File: src/rtl/cnt_capture_if.sv
// cnt_capture_if: valid/ready read port carrying a captured value and its delta.
interface cnt_capture_if #(parameter int W = 8);
  logic         rd_valid;
  logic         rd_ready;
  logic [W-1:0] rd_data;
  logic [W-1:0] rd_delta;
  modport master (output rd_valid, rd_data, rd_delta, input rd_ready);
  modport slave (input rd_valid, rd_data, rd_delta, output rd_ready);
endinterface

File: src/rtl/cnt_capture.sv
// cnt_capture: samples a counter on trigger pulses into a FWFT FIFO of {value, delta}.
module cnt_capture #(
  parameter int W = 8,
  parameter int DEPTH = 4,
  localparam int AW = $clog2(DEPTH)
)(
  input  logic          clk,
  input  logic          rstn,
  input  logic          clr,
  input  logic [W-1:0]  din,
  input  logic          trig,
  cnt_capture_if.master rd,
  output logic [AW:0]   level,
  output logic          ovf
);
  logic [AW-1:0]  rd_ptr_q, rd_ptr_d, wr_ptr_q, wr_ptr_d;
  logic [AW:0]    level_q, level_d;
  logic [W-1:0]   prev_q, prev_d, delta;
  logic           ovf_q, ovf_d, pop, push, full;
  logic [2*W-1:0] mem_q [DEPTH];
  always_comb begin
    pop      = rd.rd_valid & rd.rd_ready;
    full     = level_q == (AW+1)'(DEPTH);
    push     = trig & (~full | pop);
    delta    = din - prev_q;
    rd_ptr_d = clr ? '0 : rd_ptr_q + AW'(pop);
    wr_ptr_d = clr ? '0 : wr_ptr_q + AW'(push);
    level_d  = clr ? '0 : level_q + (AW+1)'(push) - (AW+1)'(pop);
    prev_d   = clr ? '0 : push ? din : prev_q;
    ovf_d    = ~clr & (ovf_q | (trig & full & ~pop));
  end
  always_ff @(posedge clk or negedge rstn)
    if (!rstn) begin
      rd_ptr_q <= '0;
      wr_ptr_q <= '0;
      level_q  <= '0;
      prev_q   <= '0;
      ovf_q    <= 1'b0;
    end else begin
      rd_ptr_q <= rd_ptr_d;
      wr_ptr_q <= wr_ptr_d;
      level_q  <= level_d;
      prev_q   <= prev_d;
      ovf_q    <= ovf_d;
    end
  // storage is never reset; stale entries are unreachable once level is 0
  always_ff @(posedge clk)
    if (push & ~clr) mem_q[wr_ptr_q] <= {din, delta};
  assign rd.rd_valid              = level_q != '0;
  assign {rd.rd_data, rd.rd_delta} = mem_q[rd_ptr_q];
  assign level                    = level_q;
  assign ovf                      = ovf_q;
endmodule

File: src/flat_wrapper.sv
// flat-port wrapper written by rule: the top's interface ports become plain ports
module cnt_capture_flat 
#(
  parameter int W = 8,
  parameter int DEPTH = 4,
  localparam int AW = $clog2(DEPTH)
)
  (clk, rstn, clr, din, trig, level, ovf, rd_rd_valid, rd_rd_data, rd_rd_delta, rd_rd_ready);
  cnt_capture_if #(.W(W)) rd_i ();
  input  logic clk;
  input  logic rstn;
  input  logic clr;
  input  logic [W-1:0] din;
  input  logic trig;
  output logic [AW:0] level;
  output logic ovf;
  output wire logic [$bits(rd_i.rd_valid)-1:0] rd_rd_valid;
  output wire logic [$bits(rd_i.rd_data)-1:0] rd_rd_data;
  output wire logic [$bits(rd_i.rd_delta)-1:0] rd_rd_delta;
  input wire logic [$bits(rd_i.rd_ready)-1:0] rd_rd_ready;
  assign rd_rd_valid = rd_i.rd_valid;
  assign rd_rd_data = rd_i.rd_data;
  assign rd_rd_delta = rd_i.rd_delta;
  assign rd_i.rd_ready = rd_rd_ready;
  cnt_capture #(.W(W), .DEPTH(DEPTH)) u_core (.clk(clk), .rstn(rstn), .clr(clr), .din(din), .trig(trig), .rd(rd_i), .level(level), .ovf(ovf));
endmodule
File: config.mk
export PLATFORM = sky130hd
export DESIGN_NAME = cnt_capture_flat
export DESIGN_NICKNAME = d
export VERILOG_FILES = /design/src/rtl/cnt_capture_if.sv /design/src/rtl/cnt_capture.sv /design/src/flat_wrapper.sv
export SDC_FILE = /design/constraint.sdc
export NUM_CORES = 1
export LEC_CHECK = 0
export BUFFER_PORTS_ARGS = -buffer_cell sky130_fd_sc_hd__buf_2
export CORE_MARGIN = 3
export CORE_UTILIZATION = 60
export CTS_CLUSTER_SIZE = 30
export DETAILED_ROUTE_END_ITERATION = 10
export PLACE_DENSITY = 0.81
export RECOVER_POWER = 100
export SLEW_MARGIN = 0
export SYNTH_ARGS = -nofsm -noshare
export SYNTH_HDL_FRONTEND = slang
export SYNTH_SLANG_ARGS = --single-unit
File: constraint.sdc
create_clock -name clk -period 5.6 [get_ports clk]
set_input_delay 0.56 -clock clk [delete_from_list [all_inputs] [get_ports clk]]
set_output_delay 0.56 -clock clk [all_outputs]
set_load 0.01 [all_outputs]
# [After elaboration in Yosys (flattened, before gate mapping)]
# Memories as Yosys holds them, arrays and structs flattened.
# Cells that the tools add are included.
[classes] add_sub_neg=5 n_mux=7 reduce_logical=2 n_bitwise=11 n_eq_ne=1
[ops] cell="two-way mux 8 bit" n=2
[ops] cell="subtractor 8 bit" n=1
[ops] cell="bitwise AND 1 bit" n=6
[ops] cell="adder 2 x 1 -> 2 bit" n=2
[ops] cell="two-way mux 2 bit" n=2
[ops] cell="adder 3 x 1 -> 3 bit" n=1
[ops] cell="== test 3 bit, second input constant" n=1
[ops] cell="two-way mux 3 bit" n=1
[ops] cell="NOT 1 bit" n=3
[ops] cell="nonzero test 3 bit" n=1
[ops] cell="subtractor 3 x 1 -> 3 bit" n=1
[ops] cell="two-way mux 1 bit" n=2
[ops] cell="bitwise OR 1 bit" n=2
[ops] cell="nonzero test 2 bit" n=1
[totals] mem_count=1 regBits=16 inputBits=13 ram_bits=64 wordCells=32 out_inout_bits=21
[mem_list] name="u_core.mem_q" depth=4 word_bits=16 rd=1 rd_clocked_by_memory_dff=0 wr=1 line_no="cnt_capture.sv:20" text="logic [2*W-1:0] mem_q [DEPTH];"

# [Depth between registers and ports, before layout]
# Gate-level depths: netlist of run 1.
[logic_depth] word_depth=7 ltp_mapped=9 mapped_depth_nobuf=9

# [Worst setup path before layout of run 1]
# No wires, ideal clock.
[synth_path] kind="in2reg" startpoint="in clr" endpoint="mem u_core.mem_q[0][0] (netlist bit) (enable)" arrival_time_ns=2.502 required_time_ns=5.187 slack_ns=2.686 cell_stages=4 n_path_buf=2 path_cell_list="buf_2 > nor3b_1 > buf_2 > nor3b_1"
[synth_between] elab_chain_len=4
[synth_lines] element="from (decl)" line_no="flat_wrapper.sv:12" text="input logic clr;"
[synth_lines] element="NOT 1 bit" line_no="cnt_capture.sv:48" text="if (push & ~clr) mem_q[wr_ptr_q] <= {din, delta};"
[synth_lines] element="bitwise AND 1 bit" line_no="cnt_capture.sv:48"
[synth_lines] element="two-way mux 1 bit" line_no="cnt_capture.sv:48"
[synth_lines] element="two-way mux 1 bit (implied by the code)" line_no="cnt_capture.sv:48"
[synth_lines] element="to (decl)" line_no="cnt_capture.sv:20"
# Every way passes these cells.

# [Final worst setup path of run 1]
[layout_path] startpoint="reg u_core.level_q[2], in the netlist u_core.level[2]" endpoint="mem u_core.mem_q[2][14] (netlist bit) (enable)"
[layout_between] elab_chain_len=7 elab_cells_between_ends=9 classes_between="1 x eq/ne; 2 x mux; 5 x bitwise; 1 x reduce/logical"
[layout_lines] element="from (decl)" line_no="cnt_capture.sv:17" text="logic [AW:0] level_q, level_d;"
[layout_lines] element="from (signal assigned)" line_no="cnt_capture.sv:42" text="level_q <= level_d;"
[layout_lines] element="nonzero test 3 bit or == test 3 bit (tied branches)" line_no="cnt_capture.sv:49, cnt_capture.sv:23"
[layout_lines] element="bitwise AND 1 bit or NOT 1 bit (tied branches)" line_no="cnt_capture.sv:22, cnt_capture.sv:24"
[layout_lines] element="bitwise OR 1 bit (*)" line_no="cnt_capture.sv:24" text="push = trig & (~full | pop);"
[layout_lines] element="bitwise AND 1 bit (*)" line_no="cnt_capture.sv:24"
[layout_lines] element="bitwise AND 1 bit (*)" line_no="cnt_capture.sv:48"
[layout_lines] element="two-way mux 1 bit (*)" line_no="cnt_capture.sv:48"
[layout_lines] element="two-way mux 1 bit (implied by the code) (*)" line_no="cnt_capture.sv:48"
# Every way passes the cells marked *; elsewhere a longest branch is shown, timed or not.

==> summary.txt, run 1 <==
Route
  • Post-route DRC: 0
  • Vias/cell: 5.932
  • Detail Route Antenna Nets: 0
  • Detailed Route WL: 6242 µm
  • Via count: 1,821
  • Routed len/inst: 20.33 µm
  • First-pass DRT Iterations: 4
  • Iter 0 DRT Violations: 150

Job
  • Max Cap Viol: 0

Floorplanning
  • Starting density of the core: 0.6396
  • CORE AREA: 5270 µm²
  • Die Ht: 80.95 µm
  • Num ports: 34
  • Die X: 80.95 µm
  • DIE AREA: 6553 µm²
  • # rows: 26

Run status
  • Status: complete, no violations

Synthesis
  • Synth Area in Adders: 0.05271
  • Mapped cell area: 3371 µm²
  • Sequential share of the synthesized area: 0.6889
  • Compound-Gate Fraction of Synth Area: 0.04863
  • Fraction of synthesized area in multiplexers: 0.1099
  • Yosys top cell area share: 0.5702
  • Syn_nets: 218
  • YS warnings: 0
  • Number of enable flip-flop cells after synthesis: 64
  • Synth cell count leaders: 64 x edfxtp_1, 16 x dfrtp_1, 16 x mux4_2
  • Yosys cell types: 37
  • Synth Area in XOR/XNOR: 0.01819
  • Largest family of logic cells by synthesized area: multiplexers
  • Syn avg cell area: 17.56 µm²
  • Most numerous cell in the Yosys netlist: edfxtp_1
  • Mapped Cells: 192
  • Post-synth top area cell: edfxtp_1
  • Largest cells by area after synthesis: edfxtp_1 57%, dfrtp_1 12%, mux4_2 11%
  • Number of synthesized register bits: 80
  • Post-Synth Simple-Gate Area: 0.05679
  • Main synth FF type: edfxtp_1
  • Async SR Flop Fraction: 0.2000

Placement
  • Gpl congestion: 0.8103
  • Post-placement cell count: 292
  • Port-buffer cells: 33
  • Post-DP HPWL: 3939 µm
  • Post-DP Area: 3620 µm²

Finish
  • Fin cells: 307
  • Share of layout cells above drive strength 1: 0.1392
  • Non-Filler Cell Area, Final: 3770 µm²
  • Area growth, synth to finish: 11.84%
  • Nets: 259
  • ANT cells: 0

STA
  • RSZ-0062 raised after global routing: no
  • Period utilisation layout: 0.5109
  • Slew @ Worst Pin: 1.054 ns
  • Setup Skew: 0.009395 ns
  • Max-slew violation count: 0
  • Rel. slew slack: 0.2971
  • Fmax: 349.5 MHz
  • Final Hold Fails: 0
  • Crit path time final: 2.861 ns
  • Finish-stage setup viols: 0
  • Final TNS setup: 0 ns

Clock tree
  • Reg clk slew, reported paths: 0.07 ns
  • Post-CTS Repair Setup Buffers: 0
  • TritonCTS Buffers: 9
  • Max Root-Sink Buffers: 2
  • TritonCTS sink count: 80
  • Clock latency on the worst-skew pair: 0.34 ns
  • Cell at the root of the clock tree: clkbuf_8
  • Resized cells post-CTS: 0
  • CTS hold repair buffers: 0
  • CTS tree: yes
  • Htree depth: 3

Power and ir drop
  • P_leak: 1.330 nW
  • Internal: 1.122 mW
  • PwrDens: 409.2 nW/µm²
  • Combinational power share: 0.210
  • Register share of total power: 0.494
  • PnR Total Power: 1.543 mW
  • VDD IR max: 0.0002177 V
  • Clk network pwr share: 0.297
  • Sw Ratio: 0.2727
  • Net switching power: 420.6 µW

Critical path
  • Crit path arrival time: 2.84 ns
  • CP max FO: 12
  • Crit path required time: 5.58 ns
  • CP startpoint kind: flip-flop
  • Kind of critical path: reg2reg
  • Setup crit end kind: flip-flop

Min path
  • Min-Delay Path Class: in2async

Global route
  • Initial antenna violation count: 0
  • Largest net degree at the start of global routing: 18
  • Total GRT Usage: 0.2139
  • Grt ovf: 0
  • Vias in the first global route: 1,947
  • First-pass GRT wire length: 9880 µm
## final cells by class
class	instances	area, µm²
Sequential cell	80	2322
Fill cell	355	1500
Multi-Input combinational cell	92	955.9
Clock buffer	12	145.1
Timing Repair Buffer	36	138.9
Tap cell	70	87.58
Clock inverter	3	67.56
Inverter	14	52.55
## power groups by stage
stage / clock [mW] / combinational, mW / sequential (mW)
after floorplan: 0 / 0.265 / 0.737
after global placement: 0 / 0.331 / 0.774
after detailed placement: 0 / 0.341 / 0.776
after CTS: 0.462 / 0.345 / 0.765
after global routing: 0.483 / 0.359 / 0.772
final: 0.458 / 0.324 / 0.761
## metrics by stage
step	util	hold slack [ns]	setup slack, ns
CTS	0.7272	0.1228	2.786
global placement	0.6868	0.4750	3.159
floorplan	-	0.2644	2.686
global route	0.7153	0.3659	2.595
finish	0.7153	0.3029	2.739
detailed placement	0.6868	0.4857	3.137
## critical path, cell delays in order, from the launching register on
cell and delay, ns:
dfrtp_1 0.41, nor4b_1 0.18, nor3b_1 0.19, clkbuf_1 0.45
nand2_1 0.10, nor2_1 0.56, clkbuf_1 0.59
## logic make-up after synthesis
kind of cell / Yosys count
buffers and inverters: 20
adder cells (fa/ha/maj): 13
AND/OR/NAND/NOR: 32
XOR/XNOR: 7
multiplexers: 17
flip-flops: 80
AO/OA/AOI/OAI: 23
## routing by layer
| layer | track usage | up-vias | share of wire |
|---|---|---|---|
| met2 | 0.3637 | 62 | 0.52 |
| li1 | - | 820 | - |
| met4 | 0.1047 | 0 | 0.021 |
| met3 | 0.04102 | 13 | 0.047 |
| met1 | 0.2642 | 926 | 0.42 |
| met5 | 0 | - | 0 |
## state kept, by name (all words and copies together) (netlist names)
signal           cells
u_core.level         3
u_core.rd_ptr_q      2
u_core.mem_q        64
u_core.ovf           1
u_core.wr_ptr_q      2
u_core.prev_q        8
## cell usage in the layout (no fill, tap or decap), types with 2 or more instances in the layout
cell	netlist	routed
mux4_2	16	16
ha_1	11	11
edfxtp_1	64	64
dfrtp_1	16	16
bufinv_16	0	2
clkbuf_1	1	35
a21oi_1	6	6
a22o_1	8	8
nor3b_1	2	2
buf_2	4	3
o21ai_0	3	3
clkbuf_8	0	10
inv_1	14	14
fa_1	2	2
nand2_1	2	2
nor2_1	11	12
nor2b_1	4	4
nand2b_1	2	2
xnor2_1	6	6
## path summary, 6_finish.rpt
kind	startpoint	end	slack (ns)	depth (start not counted)
worst max-delay path	u_core.level[2]$_DFF_PN0_	u_core.mem_q[2][14]$_DFFE_PP_	2.74	6
worst min-delay path	rstn	u_core.prev_q[0]$_DFFE_PN0P_	0.30	1
worst max register to register	u_core.level[2]$_DFF_PN0_	u_core.mem_q[2][14]$_DFFE_PP_	2.74	6
worst min register to register	u_core.ovf$_DFF_PN0_	u_core.ovf$_DFF_PN0_	0.50	2
max in group asynchronous	rstn	u_core.prev_q[1]$_DFFE_PN0P_	4.77	1
min in group clk	trig	u_core.ovf$_DFF_PN0_	0.48	3
No activity file was read; power rests on OpenSTA's default activity.
==> run 2, diff against run 1 <==
- ABC_AREA: not set -> 1
- CORE_UTILIZATION: 60 -> 53
- PLACE_DENSITY: 0.81 -> 0.75
- clock period: 5.6 -> 2.5 ns (I/O delays scaled with it)
==> run 2 against run 1 <==
Non-clock buffer count rose by 5. Utilization decreased by 10 points. Setup slack lost 2.4 ns. Largest cell class unchanged.
==> summary.txt, run 2 <==
Run status
  • Status: complete, no violations

Min path
  • Hold Path Depth: 2
  • Min-Delay Path Class: in2reg

Synthesis
  • Syn avg cell area: 11.59 µm²
  • Yosys cell types: 26
  • Number of synthesized register bits: 80
  • Synth cell count leaders: 64 x edfxtp_1, 39 x nor2_1, 35 x nand2_1
  • Syn_nets: 336
  • Mapped Cells: 310
  • Mapped cell area: 3592 µm²
  • Largest cells by area after synthesis: edfxtp_1 54%, dfrtp_1 11%, nor2_1 4.1%
  • Number of enable flip-flop cells after synthesis: 64
  • Post-synth top area cell: edfxtp_1
  • YS warnings: 0
  • Main synth FF type: edfxtp_1
  • Async SR Flop Fraction: 0.2000
  • Yosys top cell area share: 0.5350
  • Sequential share of the synthesized area: 0.6465
  • Most numerous cell in the Yosys netlist: edfxtp_1

Critical path
  • Top delay family on crit path: simple AND/OR/NAND/NOR gates
  • Reg2Reg Depth: 7
  • Most numerous cell on the critical path: nand2_1
  • Crit path required time: 2.56 ns
  • Setup crit end kind: flip-flop
  • Crit path largest cell delay: 0.44 ns
  • Flop2flop setup slack: 0.34 ns
  • Worst reg2reg endpoint: u_core.mem_q[2][10]$_DFFE_PP_
  • Worst setup path start: u_core.level[1]$_DFF_PN0_
  • Slowest CP cell: dfrtp_1
  • Kind of critical path: reg2reg
  • CP max FO: 11
  • Crit path arrival time: 2.22 ns
  • Worst path cell trace: nor2_1, nand3_2, nand2_1, inv_8, nand2_1, nor2_2, buf_4
  • Critical Path Stages: 7
  • CP startpoint kind: flip-flop
  • Buf+Inv Stages, Crit Path: 2
  • Setup crit end: u_core.mem_q[2][10]$_DFFE_PP_
  • RR Startpoint: u_core.level[1]$_DFF_PN0_

Route
  • Iter 0 DRT Violations: 120
  • Detailed Route WL: 6641 µm
  • Detail Route Antenna Nets: 0
  • First-pass DRT Iterations: 4
  • Via count: 2,330
  • Routed len/inst: 15.34 µm
  • Post-route DRC: 0
  • Vias/cell: 5.381

STA
  • Worst hold slack: 0.2098 ns
  • Setup Skew: 0.007844 ns
  • Max-slew violation count: 0
  • RSZ-0062 raised after global routing: no
  • Final Hold Fails: 0
  • Slew @ Worst Pin: 0.8943 ns
  • Final TNS setup: 0 ns
  • Rel. slew slack: 0.4038
  • Crit path time final: 2.157 ns
  • Finish-stage setup viols: 0
  • Period utilisation layout: 0.8629
  • Fmax: 463.6 MHz
  • Final setup margin: 0.3429 ns

Clock tree
  • CTS tree: yes
  • TritonCTS sink count: 80
  • Resized cells post-CTS: 0
  • Max Root-Sink Buffers: 2
  • Htree depth: 3
  • Clock latency on the worst-skew pair: 0.35 ns
  • TritonCTS Buffers: 9
  • Cell at the root of the clock tree: clkbuf_8
  • Reg clk slew, reported paths: 0.08 ns

Global route
  • First-pass GRT wire length: 11,020 µm
  • Vias in the first global route: 2,212
  • Largest net degree at the start of global routing: 34
  • GR Util met2: 0.2869
  • Met1 usage: 0.2564
  • Met3 Use GR: 0.05307
  • Grt ovf: 0
  • Initial antenna violation count: 0
  • Layer with the highest usage: met2
  • Total GRT Usage: 0.1909

Power and ir drop
  • PwrDens: 902.9 nW/µm²
  • P_leak: 1.592 nW
  • VDD IR max: 0.0006080 V
  • PnR Total Power: 3.582 mW

Finish
  • Storage element area: 2322 µm²
  • Biggest register: u_core.mem_q
  • Most common cell after layout, fill and taps aside: edfxtp_1
  • Area growth, synth to finish: 10.45%
  • Share of layout cells above drive strength 1: 0.1096
  • Fillers: 549
  • Nets: 377
  • Most frequent cells in the layout: 64 x edfxtp_1, 40 x nor2_1, 37 x nand2_1
  • Multi-input gate area in the final layout: 991.0 µm²
  • Number of flip-flops in the largest register: 64
  • ANT cells: 0

Floorplanning
  • CORE AREA: 6459 µm²
  • DIE AREA: 7801 µm²
  • Die X: 88.33 µm
  • Die Ht: 88.33 µm
  • # rows: 29
  • Starting density of the core: 0.5562
  • Num ports: 34

Placement
  • Dpl ws: 0.5477 ns
  • Port-buffer cells: 33
  • Post-DP HPWL: 4358 µm
  • Gpl congestion: 0.7890

Job
  • Max Cap Viol: 0
## run 2: cell types whose count changed after synthesis, sizes merged, moves of 8 or more
cell   change
a22o       -8
o21ai     +30
o22ai     +16
nand3     +21
mux4      -16
nor2      +32
inv       +23
nand2     +35
## run 2: area by class of cell
class	count	area share
sequential	80	0.5853
timing repair buffer	41	0.04983
clock inverter	4	0.01734
tap	77	0.02428
multi-input combinational	181	0.2498
clock buffer	12	0.03406
inverter	38	0.03942
## run 2: kinds of logic (layout without fill, tap and decap cells)
kind of cell / count (synthesis) / count (layout) / synth area share
buffers and inverters: 49 / 95 / 0.06200
and+or+nand+nor: 105 / 105 / 0.1414
xor gates and xnor gates: 7 / 7 / 0.01707
AOI/OAI and AO/OA: 56 / 56 / 0.08359
adders and majority gates: 13 / 13 / 0.04946
DFF: 80 / 80 / 0.6465
## run 2: routing by layer
layer,up-vias,routed length [µm]
met5,-,0
met3,16,312
met1,1111,3040
met4,0,216
met2,51,3071
li1,1152,-
## run 2: timing repair
item / 4_1_cts / 5_1_grt
buffers inserted: 0 / 0
hold endpoints to repair: 16 / 0
hold buffers: 1 / 0
setup endpoints to repair: 0 / 0
## run 2: worst min-delay path by stage
stage,startpoint,to,slack (ns)
after global routing,clr,u_core.wr_ptr_q[0]$_DFF_PN0_,0.21
final,clr,u_core.wr_ptr_q[0]$_DFF_PN0_,0.21
after CTS,din[6],u_core.mem_q[3][14]$_DFFE_PP_,0.16
after detailed placement,rstn,u_core.level[2]$_DFF_PN0_,0.18
after global placement,rstn,u_core.ovf$_DFF_PN0_,0.18
after floorplan,rstn,u_core.level[0]$_DFF_PN0_,-0.05
## run 2: metrics by stage
step | utilization | instances | instance area [µm²]
CTS | 0.6277 | 433 | 4054
global route | 0.6143 | 433 | 3968
floorplan | - | 310 | 3592
finish | 0.6143 | 433 | 3968
detailed placement | 0.5945 | 416 | 3840
global placement | 0.5945 | 416 | 3840
## run 2: power by group
part           switching [mW]  internal, mW  total [mW]
clock                   0.429         0.559       0.987
sequential             0.0602          1.57        1.63
combinational           0.639         0.324       0.963
total                    1.13          2.46        3.58
==> run 3, diff against run 2 <==
--- a/config.mk
+++ b/config.mk
@@ -8,4 +8,5 @@
 export ABC_AREA = 1
 export BUFFER_PORTS_ARGS = -buffer_cell sky130_fd_sc_hd__buf_2
+export CORE_ASPECT_RATIO = 1.4
 export CORE_MARGIN = 3
 export CORE_UTILIZATION = 53
==> constraint.sdc (replaced) <==
create_clock -name clk -period 2.5 [get_ports clk]
set_input_delay 0.5 -clock clk [delete_from_list [all_inputs] [get_ports clk]]
set_output_delay 0.5 -clock clk [all_outputs]
set_load 0.01 [all_outputs]
==> run 3 against run 2 <==
Critical path depth down 3. First-iteration DRC count increased by 130%. Clock-buffer cell count down 2. Cell count decreased by 1.6%. Utilization rose by 0.24 points. Global-route usage grew 0.47 points. Clock skew rose by 0.0024 ns. Power rose by 0.24%. Largest power group unchanged. Combinational power barely moved. Highest routed layer unchanged. Worst hold slack gained 0.025 ns. Setup slack got worse by 0.015 ns. Sequential power about the same.
==> summary.txt, run 3 (synthesized netlist as in run 2, its figures left out) <==
Run status
  • Status: complete, no violations

Route
  • Via count: 2,326
  • Post-route DRC: 0
  • Routed len/inst: 15.51 µm
  • First-pass DRT Iterations: 4
  • Detailed Route WL: 6608 µm
  • Iter 0 DRT Violations: 275
  • Vias/cell: 5.460
  • Detail Route Antenna Nets: 0

Critical path
  • Kind of critical path: reg2out
  • Crit path required time: 2.00 ns
  • Setup crit end kind: primary output
  • Crit path arrival time: 1.67 ns
  • Worst setup path start: u_core.rd_ptr_q[0]$_DFF_PN0_
  • RR Startpoint: u_core.level[1]$_DFF_PN0_
  • CP max FO: 32
  • CP startpoint kind: flip-flop

Power and ir drop
  • Sw Ratio: 0.3192
  • P_leak: 1.563 nW
  • Net switching power: 1.146 mW
  • Register share of total power: 0.454
  • Combinational power share: 0.269
  • Clk network pwr share: 0.277
  • PwrDens: 912.6 nW/µm²
  • Internal: 2.445 mW
  • VDD IR max: 0.0005180 V

Global route
  • Layer with the highest usage: met2
  • Initial antenna violation count: 0
  • First-pass GRT wire length: 11,160 µm
  • Total GRT Usage: 0.1956
  • Met1 usage: 0.2497
  • Met3 Use GR: 0.04642
  • Vias in the first global route: 2,300
  • Largest net degree at the start of global routing: 34
  • Grt ovf: 0
  • GR Util met2: 0.3154

Clock tree
  • CTS hold repair buffers: 0
  • TritonCTS Buffers: 9
  • Reg clk slew, reported paths: 0.08 ns
  • Clock latency on the worst-skew pair: 0.35 ns
  • Max Root-Sink Buffers: 2
  • Htree depth: 3
  • TritonCTS sink count: 80
  • CTS tree: yes
  • Resized cells post-CTS: 0
  • Post-CTS Repair Setup Buffers: 0
  • Cell at the root of the clock tree: clkbuf_8

STA
  • Period utilisation layout: 0.8690
  • Rel. slew slack: 0.4189
  • Crit path time final: 2.172 ns
  • Slew @ Worst Pin: 0.8716 ns
  • Max-slew violation count: 0
  • Final Hold Fails: 0
  • Setup Skew: 0.01023 ns
  • RSZ-0062 raised after global routing: no
  • Finish-stage setup viols: 0
  • Worst hold slack: 0.2352 ns
  • Fmax: 460.3 MHz
  • Final TNS setup: 0 ns

Job
  • Max Cap Viol: 0

Finish
  • Area growth, synth to finish: 9.544%
  • Storage element area: 2322 µm²
  • Most frequent cells in the layout: 64 x edfxtp_1, 40 x nor2_1, 37 x nand2_1
  • Share of layout cells above drive strength 1: 0.09887
  • Most common cell after layout, fill and taps aside: edfxtp_1
  • ANT cells: 0
  • Nets: 375
  • Fillers: 536
  • Number of flip-flops in the largest register: 64
  • Multi-input gate area in the final layout: 991.0 µm²
  • Biggest register: u_core.mem_q

Placement
  • Post-DP HPWL: 4396 µm
  • Port-buffer cells: 33
  • Gpl congestion: 0.7529

Floorplanning
  • DIE AREA: 7816 µm²
  • Starting density of the core: 0.5629
  • Die X: 75.58 µm
  • CORE AREA: 6381 µm²
  • Die Ht: 103.4 µm
  • Num ports: 34
  • # rows: 34

Min path
  • Min-Delay Path Class: in2async
[run 3: cell count changes in the layout (fill, tap and decap cells not counted), sizes merged]
cell,previous run,this run
buf,16,6
clkbuf,36,43
clkinvlp,0,2
dlygate4sd3,1,0
[run 3: power groups by stage]
stage / registers, mW / logic, mW / clock network, mW
floorplan: 1.66 / 0.700 / 0
global placement: 1.65 / 1.00 / 0
detailed placement: 1.66 / 1.04 / 0
CTS: 1.63 / 1.04 / 1.02
global route: 1.64 / 1.12 / 1.08
finish: 1.63 / 0.965 / 0.996
[run 3: worst paths after layout]
check                                                     to  slack, ns  cells after the start
worst max-delay path                           rd_rd_data[5]       0.33                      4
worst min register to register  u_core.prev_q[2]$_DFFE_PN0P_       0.51                      2
worst max register to register  u_core.mem_q[3][8]$_DFFE_PP_       0.33                      7
worst min-delay path                    u_core.ovf$_DFF_PN0_       0.24                      1
max in group asynchronous       u_core.prev_q[5]$_DFFE_PN0P_       1.72                      1
min in group clk                        u_core.ovf$_DFF_PN0_       0.43                      3
[run 3: critical path, cell delays in order (launching register included)]
cell and delay, ns:
dfrtp_1 0.40, inv_2 0.42, nor2_1 0.10, o22ai_1 0.22, clkbuf_1 0.17
[run 3: through the flow]
stage	instance area (µm²)	instances	power [mW]	worst slack, ns	utilization
after CTS	4038	426	3.692	0.3173	0.6327
after detailed placement	3826	410	2.701	0.4635	0.5996
after floorplan	3592	310	2.360	0.6286	-
after global placement	3826	410	2.660	0.5261	0.5996
final	3935	426	3.591	0.3276	0.6167
after global routing	3935	426	3.844	0.1060	0.6167
[run 3: layer usage]
| metal | vias to the layer above | routed length (µm) |
|---|---|---|
| li1 | 1146 | - |
| met5 | - | 0 |
| met4 | 0 | 89 |
| met2 | 52 | 3362 |
| met3 | 8 | 295 |
| met1 | 1120 | 2860 |
[run 3: area by class of cell]
cell class | count | share of cell area
multi-input cells | 181 | 0.2518
clock inverters | 6 | 0.02130
clock buffers | 10 | 0.03243
well taps | 72 | 0.02289
inverters | 38 | 0.03975
flip-flops and latches | 80 | 0.5901
repair buffers | 39 | 0.04165
